--- src/rtl/command_encoder.sv ---
// command_encoder: transmit side of the 3-byte SPI command link.
// Requests are encoded to {cmd, db1, db2}, queued in a small FIFO and sent
// MSB first as SPI mode-0 master frames on sck/mosi/cs_n.
// Optional feature macro: DROP_DUP_SCORE_EN (drop score requests equal to the
// last enqueued score value).
module command_encoder #(
    parameter int FIFO_DEPTH = 4,
    parameter int CLK_DIV    = 2,
    parameter int GAP_CYCLES = 4
) (
    input  logic       i_clk,
    input  logic       i_reset_n,
    input  logic       i_req_valid,
    output logic       o_req_ready,
    input  logic       i_req_kind,
    input  logic [9:0] i_req_addr,
    input  logic [2:0] i_req_color,
    input  logic [9:0] i_req_score,
    output logic       o_sck,
    output logic       o_mosi,
    output logic       o_cs_n,
    output logic       o_busy,
    output logic       o_frame_done
);

    localparam int PW = $clog2(FIFO_DEPTH);
    localparam int CW = $clog2(FIFO_DEPTH + 1);
    localparam int HW = $clog2(CLK_DIV + 1);
    localparam int GW = $clog2(GAP_CYCLES + 1);

    localparam logic [CW-1:0] FULL_CNT = CW'(FIFO_DEPTH);
    localparam logic [HW-1:0] H_LAST   = HW'(CLK_DIV - 1);
    localparam logic [GW-1:0] G_LAST   = GW'(GAP_CYCLES - 1);
    localparam logic [4:0]    B_LAST   = 5'd23;

    typedef enum logic [1:0] {
        ST_IDLE  = 2'd0,
        ST_SETUP = 2'd1,
        ST_SHIFT = 2'd2,
        ST_GAP   = 2'd3
    } state_t;

    // Build the 24-bit frame {cmd, db1, db2} for one request.
    function automatic logic [23:0] encode_req(
        input logic       kind,
        input logic [9:0] addr,
        input logic [2:0] color,
        input logic [9:0] score
    );
        logic [23:0] word;
        if (kind) begin
            word = {8'b1000_0000, 6'b00_0000, score[9:8], score[7:0]};
        end else begin
            word = {5'b0100_0, color, 3'b000, addr[9:5], 3'b000, addr[4:0]};
        end
        return word;
    endfunction

    // Registers
    state_t          r_state;
    logic [23:0]     r_mem [FIFO_DEPTH];
    logic [PW-1:0]   r_wr_ptr;
    logic [PW-1:0]   r_rd_ptr;
    logic [CW-1:0]   r_count;
    logic            r_req_ready;
    logic [23:0]     r_shift;
    logic [HW-1:0]   r_hcnt;
    logic [4:0]      r_bcnt;
    logic [GW-1:0]   r_gcnt;
    logic            r_sck;
    logic            r_mosi;
    logic            r_cs_n;
    logic            r_busy;
    logic            r_frame_done;

    // Next-state wires
    state_t          w_state_next;
    logic [CW-1:0]   w_count_next;
    logic [23:0]     w_shift_next;
    logic [HW-1:0]   w_hcnt_next;
    logic [4:0]      w_bcnt_next;
    logic [GW-1:0]   w_gcnt_next;
    logic            w_sck_next;
    logic            w_mosi_next;
    logic            w_cs_n_next;
    logic            w_frame_done_next;
    logic            w_accept;
    logic            w_push;
    logic            w_pop;
    logic [23:0]     w_head;

    assign w_accept = i_req_valid && r_req_ready;
    assign w_pop    = (r_state == ST_IDLE) && (r_count != {CW{1'b0}});
    assign w_head   = r_mem[r_rd_ptr];

`ifdef DROP_DUP_SCORE_EN
    logic [9:0] r_last_score;
    logic       w_dup;

    // A repeated score is accepted on the handshake but never queued.
    assign w_dup  = i_req_kind && (i_req_score == r_last_score);
    assign w_push = w_accept && !w_dup;

    // Track the most recently enqueued score value.
    always_ff @(posedge i_clk) begin
        if (!i_reset_n) begin
            r_last_score <= 10'd0;
        end else if (w_push && i_req_kind) begin
            r_last_score <= i_req_score;
        end else begin
            r_last_score <= r_last_score;
        end
    end
`else
    assign w_push = w_accept;
`endif

    // FIFO occupancy after this cycle's push/pop.
    always_comb begin
        w_count_next = r_count;
        case ({w_push, w_pop})
            2'b10:   w_count_next = r_count + CW'(1);
            2'b01:   w_count_next = r_count - CW'(1);
            default: w_count_next = r_count;
        endcase
    end

    // Frame sequencer: next state and next SPI pin values.
    always_comb begin
        w_state_next      = r_state;
        w_shift_next      = r_shift;
        w_hcnt_next       = r_hcnt;
        w_bcnt_next       = r_bcnt;
        w_gcnt_next       = r_gcnt;
        w_sck_next        = r_sck;
        w_mosi_next       = r_mosi;
        w_cs_n_next       = r_cs_n;
        w_frame_done_next = 1'b0;
        case (r_state)
            ST_IDLE: begin
                if (w_pop) begin
                    w_shift_next = w_head;
                    w_mosi_next  = w_head[23];
                    w_cs_n_next  = 1'b0;
                    w_sck_next   = 1'b0;
                    w_hcnt_next  = {HW{1'b0}};
                    w_bcnt_next  = 5'd0;
                    w_state_next = ST_SETUP;
                end else begin
                    w_cs_n_next  = 1'b1;
                    w_sck_next   = 1'b0;
                    w_mosi_next  = 1'b0;
                end
            end
            ST_SETUP: begin
                if (r_hcnt == H_LAST) begin
                    w_sck_next   = 1'b1;
                    w_hcnt_next  = {HW{1'b0}};
                    w_state_next = ST_SHIFT;
                end else begin
                    w_hcnt_next  = r_hcnt + HW'(1);
                end
            end
            ST_SHIFT: begin
                if (r_hcnt == H_LAST) begin
                    w_hcnt_next = {HW{1'b0}};
                    if (r_sck) begin
                        if (r_bcnt == B_LAST) begin
                            // Last high phase ends the frame on this edge.
                            w_sck_next        = 1'b0;
                            w_cs_n_next       = 1'b1;
                            w_mosi_next       = 1'b0;
                            w_frame_done_next = 1'b1;
                            w_gcnt_next       = {GW{1'b0}};
                            w_state_next      = ST_GAP;
                        end else begin
                            // Falling sck: present the next bit (rotate keeps all bits live).
                            w_sck_next   = 1'b0;
                            w_shift_next = {r_shift[22:0], r_shift[23]};
                            w_mosi_next  = r_shift[22];
                            w_bcnt_next  = r_bcnt + 5'd1;
                        end
                    end else begin
                        w_sck_next = 1'b1;
                    end
                end else begin
                    w_hcnt_next = r_hcnt + HW'(1);
                end
            end
            ST_GAP: begin
                if (r_gcnt == G_LAST) begin
                    w_state_next = ST_IDLE;
                end else begin
                    w_gcnt_next  = r_gcnt + GW'(1);
                end
            end
            default: begin
                w_state_next = ST_IDLE;
                w_sck_next   = 1'b0;
                w_mosi_next  = 1'b0;
                w_cs_n_next  = 1'b1;
            end
        endcase
    end

    // FIFO storage write; contents need no reset since occupancy is reset.
    always_ff @(posedge i_clk) begin
        if (w_push) begin
            r_mem[r_wr_ptr] <= encode_req(i_req_kind, i_req_addr, i_req_color, i_req_score);
        end
    end

    // State, FIFO pointers and registered outputs.
    always_ff @(posedge i_clk) begin
        if (!i_reset_n) begin
            r_state      <= ST_IDLE;
            r_wr_ptr     <= {PW{1'b0}};
            r_rd_ptr     <= {PW{1'b0}};
            r_count      <= {CW{1'b0}};
            r_req_ready  <= 1'b1;
            r_shift      <= 24'd0;
            r_hcnt       <= {HW{1'b0}};
            r_bcnt       <= 5'd0;
            r_gcnt       <= {GW{1'b0}};
            r_sck        <= 1'b0;
            r_mosi       <= 1'b0;
            r_cs_n       <= 1'b1;
            r_busy       <= 1'b0;
            r_frame_done <= 1'b0;
        end else begin
            r_state      <= w_state_next;
            r_wr_ptr     <= w_push ? r_wr_ptr + PW'(1) : r_wr_ptr;
            r_rd_ptr     <= w_pop ? r_rd_ptr + PW'(1) : r_rd_ptr;
            r_count      <= w_count_next;
            r_req_ready  <= (w_count_next != FULL_CNT);
            r_shift      <= w_shift_next;
            r_hcnt       <= w_hcnt_next;
            r_bcnt       <= w_bcnt_next;
            r_gcnt       <= w_gcnt_next;
            r_sck        <= w_sck_next;
            r_mosi       <= w_mosi_next;
            r_cs_n       <= w_cs_n_next;
            r_busy       <= (w_state_next != ST_IDLE) || (w_count_next != {CW{1'b0}});
            r_frame_done <= w_frame_done_next;
        end
    end

    assign o_req_ready  = r_req_ready;
    assign o_sck        = r_sck;
    assign o_mosi       = r_mosi;
    assign o_cs_n       = r_cs_n;
    assign o_busy       = r_busy;
    assign o_frame_done = r_frame_done;

endmodule
--- config.mk ---
export PLATFORM = sky130hd
export DESIGN_NAME = command_encoder
export DESIGN_NICKNAME = d
export VERILOG_FILES = /design/src/rtl/command_encoder.sv
export SDC_FILE = /design/constraint.sdc
export NUM_CORES = 1
export LEC_CHECK = 0
export CORE_ASPECT_RATIO = 0.7
export CORE_MARGIN = 2
export CORE_UTILIZATION = 60
export CTS_BUF_LIST = sky130_fd_sc_hd__clkbuf_4
export DETAILED_ROUTE_END_ITERATION = 10
export GPL_TIMING_DRIVEN = 0
export PLACE_DENSITY_LB_ADDON = 0.05
export SYNTH_ARGS = -nofsm -noshare
export SYNTH_HDL_FRONTEND = slang
export SYNTH_SLANG_ARGS = --single-unit
--- constraint.sdc ---
create_clock -name i_clk -period 2.8 [get_ports i_clk]
set_clock_uncertainty 0.2 [all_clocks]
set_input_delay 0.56 -clock i_clk [delete_from_list [all_inputs] [get_ports i_clk]]
set_output_delay 0.56 -clock i_clk [all_outputs]
set_load 0.01 [all_outputs]
==> impl_metrics.json <==
{
  "die_h_um": 82.3,
  "insertion_delay_ps": 510,
  "h-tree-depth": 4,
  "core_area_um2": 8480,
  "synth_area_per_cell_um2": 13.8,
  "antenna_found_initial": 0,
  "synth_nets": 422,
  "cp-startpoint": "r_state[0]$_SDFF_PN0_",
  "num_vias": 3295,
  "synth-xor-area-share_pct": 0.832,
  "cts_tree": "yes",
  "async_flop_share_pct": 0,
  "drtIter0Drc": 233,
  "clockPowerShare_pct": 18.7,
  "crit_top_cell": "inv_1",
  "hpwl_um": 6820,
  "antenna_cells": 0,
  "power_density_nw_per_um2": 964,
  "drc": 0,
  "arrival_ps": 2850,
  "power_leakage_nw": 2.07,
  "gp_congestion": 0.824,
  "synth_compound_gate_area_share_pct": 11.5,
  "via_per_inst": 5.80,
  "grt_max_degree": 19,
  "ctsHoldBuffers": 0,
  "hold_path.class": "flip-flop to flip-flop",
  "synth.distinct_cells": 50,
  "rsz0062_at_grt": "no",
  "num_io_pins": 33,
  "worstSetupPathType": "flip-flop to flip-flop",
  "power.switching_w": 0.00209,
  "synth_simple_gate_area_share_pct": 8.09,
  "track_usage_pct": 23.0,
  "grt_pass1_vias": 3231,
  "required_ps": 3010,
  "worst_path_largest_cell_delay_ps": 490,
  "wirelength_um": 10100,
  "synth-main-ff-cell": "edfxtp_1",
  "grt_pass1_wl_um": 16100,
  "synth_edf_count": 72,
  "seq_power_share_pct": 41.9,
  "synth_seq_cells": 123,
  "tightest_slew_ps": 1040,
  "sw_frac_of_total_pct": 36.2,
  "post-route-util_pct": 70.8,
  "cp_slowest_cell": "fa_1",
  "clk_pin_slew_ps": 120,
  "die_w_um": 116,
  "cts_made_buffers": 17,
  "path_cells": "inv_2 > ha_4 > o31ai_2 > inv_1 > ha_1 > inv_1 > fa_1 > nor2b_1 > a21oi_1 > a2111o_1",
  "synthMuxAreaShare_pct": 12.6,
  "cts_buffer_depth": 2,
  "r2r_start": "r_state[0]$_SDFF_PN0_",
  "synth-warning-count": 0,
  "final_antenna_net_count": 0,
  "combPwrFrac_pct": 39.4,
  "avgRoutedWirePerCell_um": 17.8,
  "r2r_slack_ps": 170,
  "dieArea_um2": 9550,
  "drtPass1Iterations": 4,
  "areaGrowthSynthToFinish_pct": 14.1,
  "finalSetupViolations": 0,
  "mappedNetlistArea_um2": 5260,
  "syn_inst": 381,
  "endpoint_kind": "flip-flop",
  "max-slew-margin-rel_pct": 30.5,
  "rows": 28,
  "drv_slew": 0,
  "p_int_w": 0.00369,
  "cts_sinks": 123,
  "final_nets": 476,
  "min_from": "r_shift[12]$_SDFFE_PN0P_",
  "grt-ovfl-total": 0,
  "finalCriticalPeriod_ps": 2630,
  "hold_viol_final": 0,
  "period_share_pct": 94.1,
  "cp_max_fo": 6,
  "layout-drive-gt1-share_pct": 18.1,
  "startpoint_type": "flip-flop",
  "whs_ps": 256,
  "vdd_drop_max_mv": 0.473,
  "fmax_ghz": 0.380,
  "cap_viol_max_count": 0,
  "synthAdderAreaFrac_pct": 3.47,
  "clockRootBuffer": "clkbuf_4",
  "status": "complete, no violations",
  "initial_core_util_pct": 62.1,
  "portBuffers": 32,
  "yosysSeqAreaShare_pct": 60.5,
  "synth_top_family_by_area": "multiplexers"
}
-- logic make-up after synthesis --
| group | Yosys count |
|---|---|
| and+or+nand+nor | 71 |
| adders and majority gates | 14 |
| xor gates and xnor gates | 5 |
| buffers and inverters | 35 |
| muxes | 43 |
| DFF | 123 |
| AOI/OAI and AO/OA | 90 |
-- power by group through the flow --
| stage | registers [W] | clock network, W | logic, W |
|---|---|---|---|
| after global routing | 0.00246 | 0.00118 | 0.00252 |
| after floorplan | 0.00242 | 0 | 0.00166 |
| after CTS | 0.00242 | 0.00110 | 0.00225 |
| final | 0.00242 | 0.00108 | 0.00228 |
| after detailed placement | 0.00246 | 0 | 0.00221 |
| after global placement | 0.00244 | 0 | 0.00216 |
-- area by class of cell --
cell class	count	area [um2]
inverter	13	48.8
sequential	123	3180
buffer	22	110
timing repair buffer	35	343
tap	120	150
fill	644	2470
clock inverter	11	80.1
multi-input combinational	223	1930
clock buffer	21	158
-- critical path: cells and delay by family, from the launching register on --
| kind | cells | cell delay, ps |
|---|---|---|
| AOI/OAI and AO/OA | 3 | 660 |
| DFF | 1 | 370 |
| and+or+nand+nor | 1 | 180 |
| buffers and inverters | 3 | 290 |
| adders and majority gates | 3 | 850 |
-- flip-flops by register name, indices dropped and copies added (netlist names), 3 cells and up, named ones only --
register  flops
r_bcnt        5
r_mem        72
r_gcnt        3
r_shift      24
r_count       3
-- synthesized netlist by cell type, drive strengths merged, types with 2 or more instances --
master	count	area, um2
a21oi	38	201
o21ai	15	75.1
or3	2	12.5
mux2	7	78.8
dfxtp	51	1020
inv	12	45.0
nand4b	3	41.3
o31ai	4	35.0
clkbuf	12	45.0
nand2b	4	25.0
a21o	2	15.0
nor2b	8	50.1
a2111oi	3	52.6
xor2	3	26.3
buf	10	65.1
edfxtp	72	2160
nand3	11	55.1
mux4	18	405
or4	3	22.5
ha	13	163
nor2	13	51.3
and4b	2	20.0
or4b	2	20.0
nand2	8	30.0
and2	4	25.0
and3	5	31.3
a211oi	21	158
xnor2	2	17.5
mux2i	18	180
nor3	2	10.0
-- cells in the final DEF (no fill, tap or decap), types with 2 or more instances in the layout --
cell              n
clkinv_1          2
nand2b_1          4
and3_1            5
a21oi_1          37
and4b_1           2
nand4b_1          2
clkbuf_4         21
mux2_2            7
nor2b_1           8
ha_1             12
xor2_1            3
inv_1            10
buf_2             4
a21o_1            2
or3_1             2
nor3_1            2
clkbuf_1         12
nor2_1           12
xnor2_1           2
o31ai_1           3
a211oi_1         21
clkinv_2          7
mux2i_1          18
mux4_2           18
o21ai_0          14
buf_4             9
and2_1            4
inv_2             3
nand3_1          11
dfxtp_1          50
clkdlybuf4s50_1  32
or4b_1            2
or4_1             3
edfxtp_1         72
nand2_1           8
-- layer usage --
layer	up-vias	wire (um)	share of wire, %	track usage, %
met4	0	135	1.3	8.81
met5	-	0	0	0
met2	93	4720	47	36.3
met1	1610	4740	47	31.3
met3	17	496	4.9	5.91
li1	1575	-	-	-
-- final timing paths --
| kind | endpoint | depth (start not counted) |
|---|---|---|
| setup / recovery | o_busy$_SDFF_PN0_ | 10 |
| hold reg to reg | r_shift[13]$_SDFFE_PN0P_ | 2 |
| setup reg to reg | o_busy$_SDFF_PN0_ | 10 |
| hold / removal | r_shift[13]$_SDFFE_PN0P_ | 2 |
-- stage by stage --
stage | setup TNS (ps) | instances | worst slack [ps] | area (um2) | total power (W)
global route | 0 | 568 | 17.4 | 6010 | 0.00616
global placement | -296 | 533 | -173 | 5730 | 0.00460
floorplan | 0 | 381 | 236 | 5260 | 0.00408
CTS | 0 | 565 | 7.52 | 5980 | 0.00577
finish | 0 | 568 | 165 | 6010 | 0.00579
detailed placement | -372 | 533 | -200 | 5730 | 0.00466
-- timing repair --
item,in CTS,in global routing
setup endpoints to repair,2,3
setup buffers,0,3
hold endpoints to repair,0,0
pin swaps,0,0
resized for setup,2,4
(Power assumes the default switching activity.)
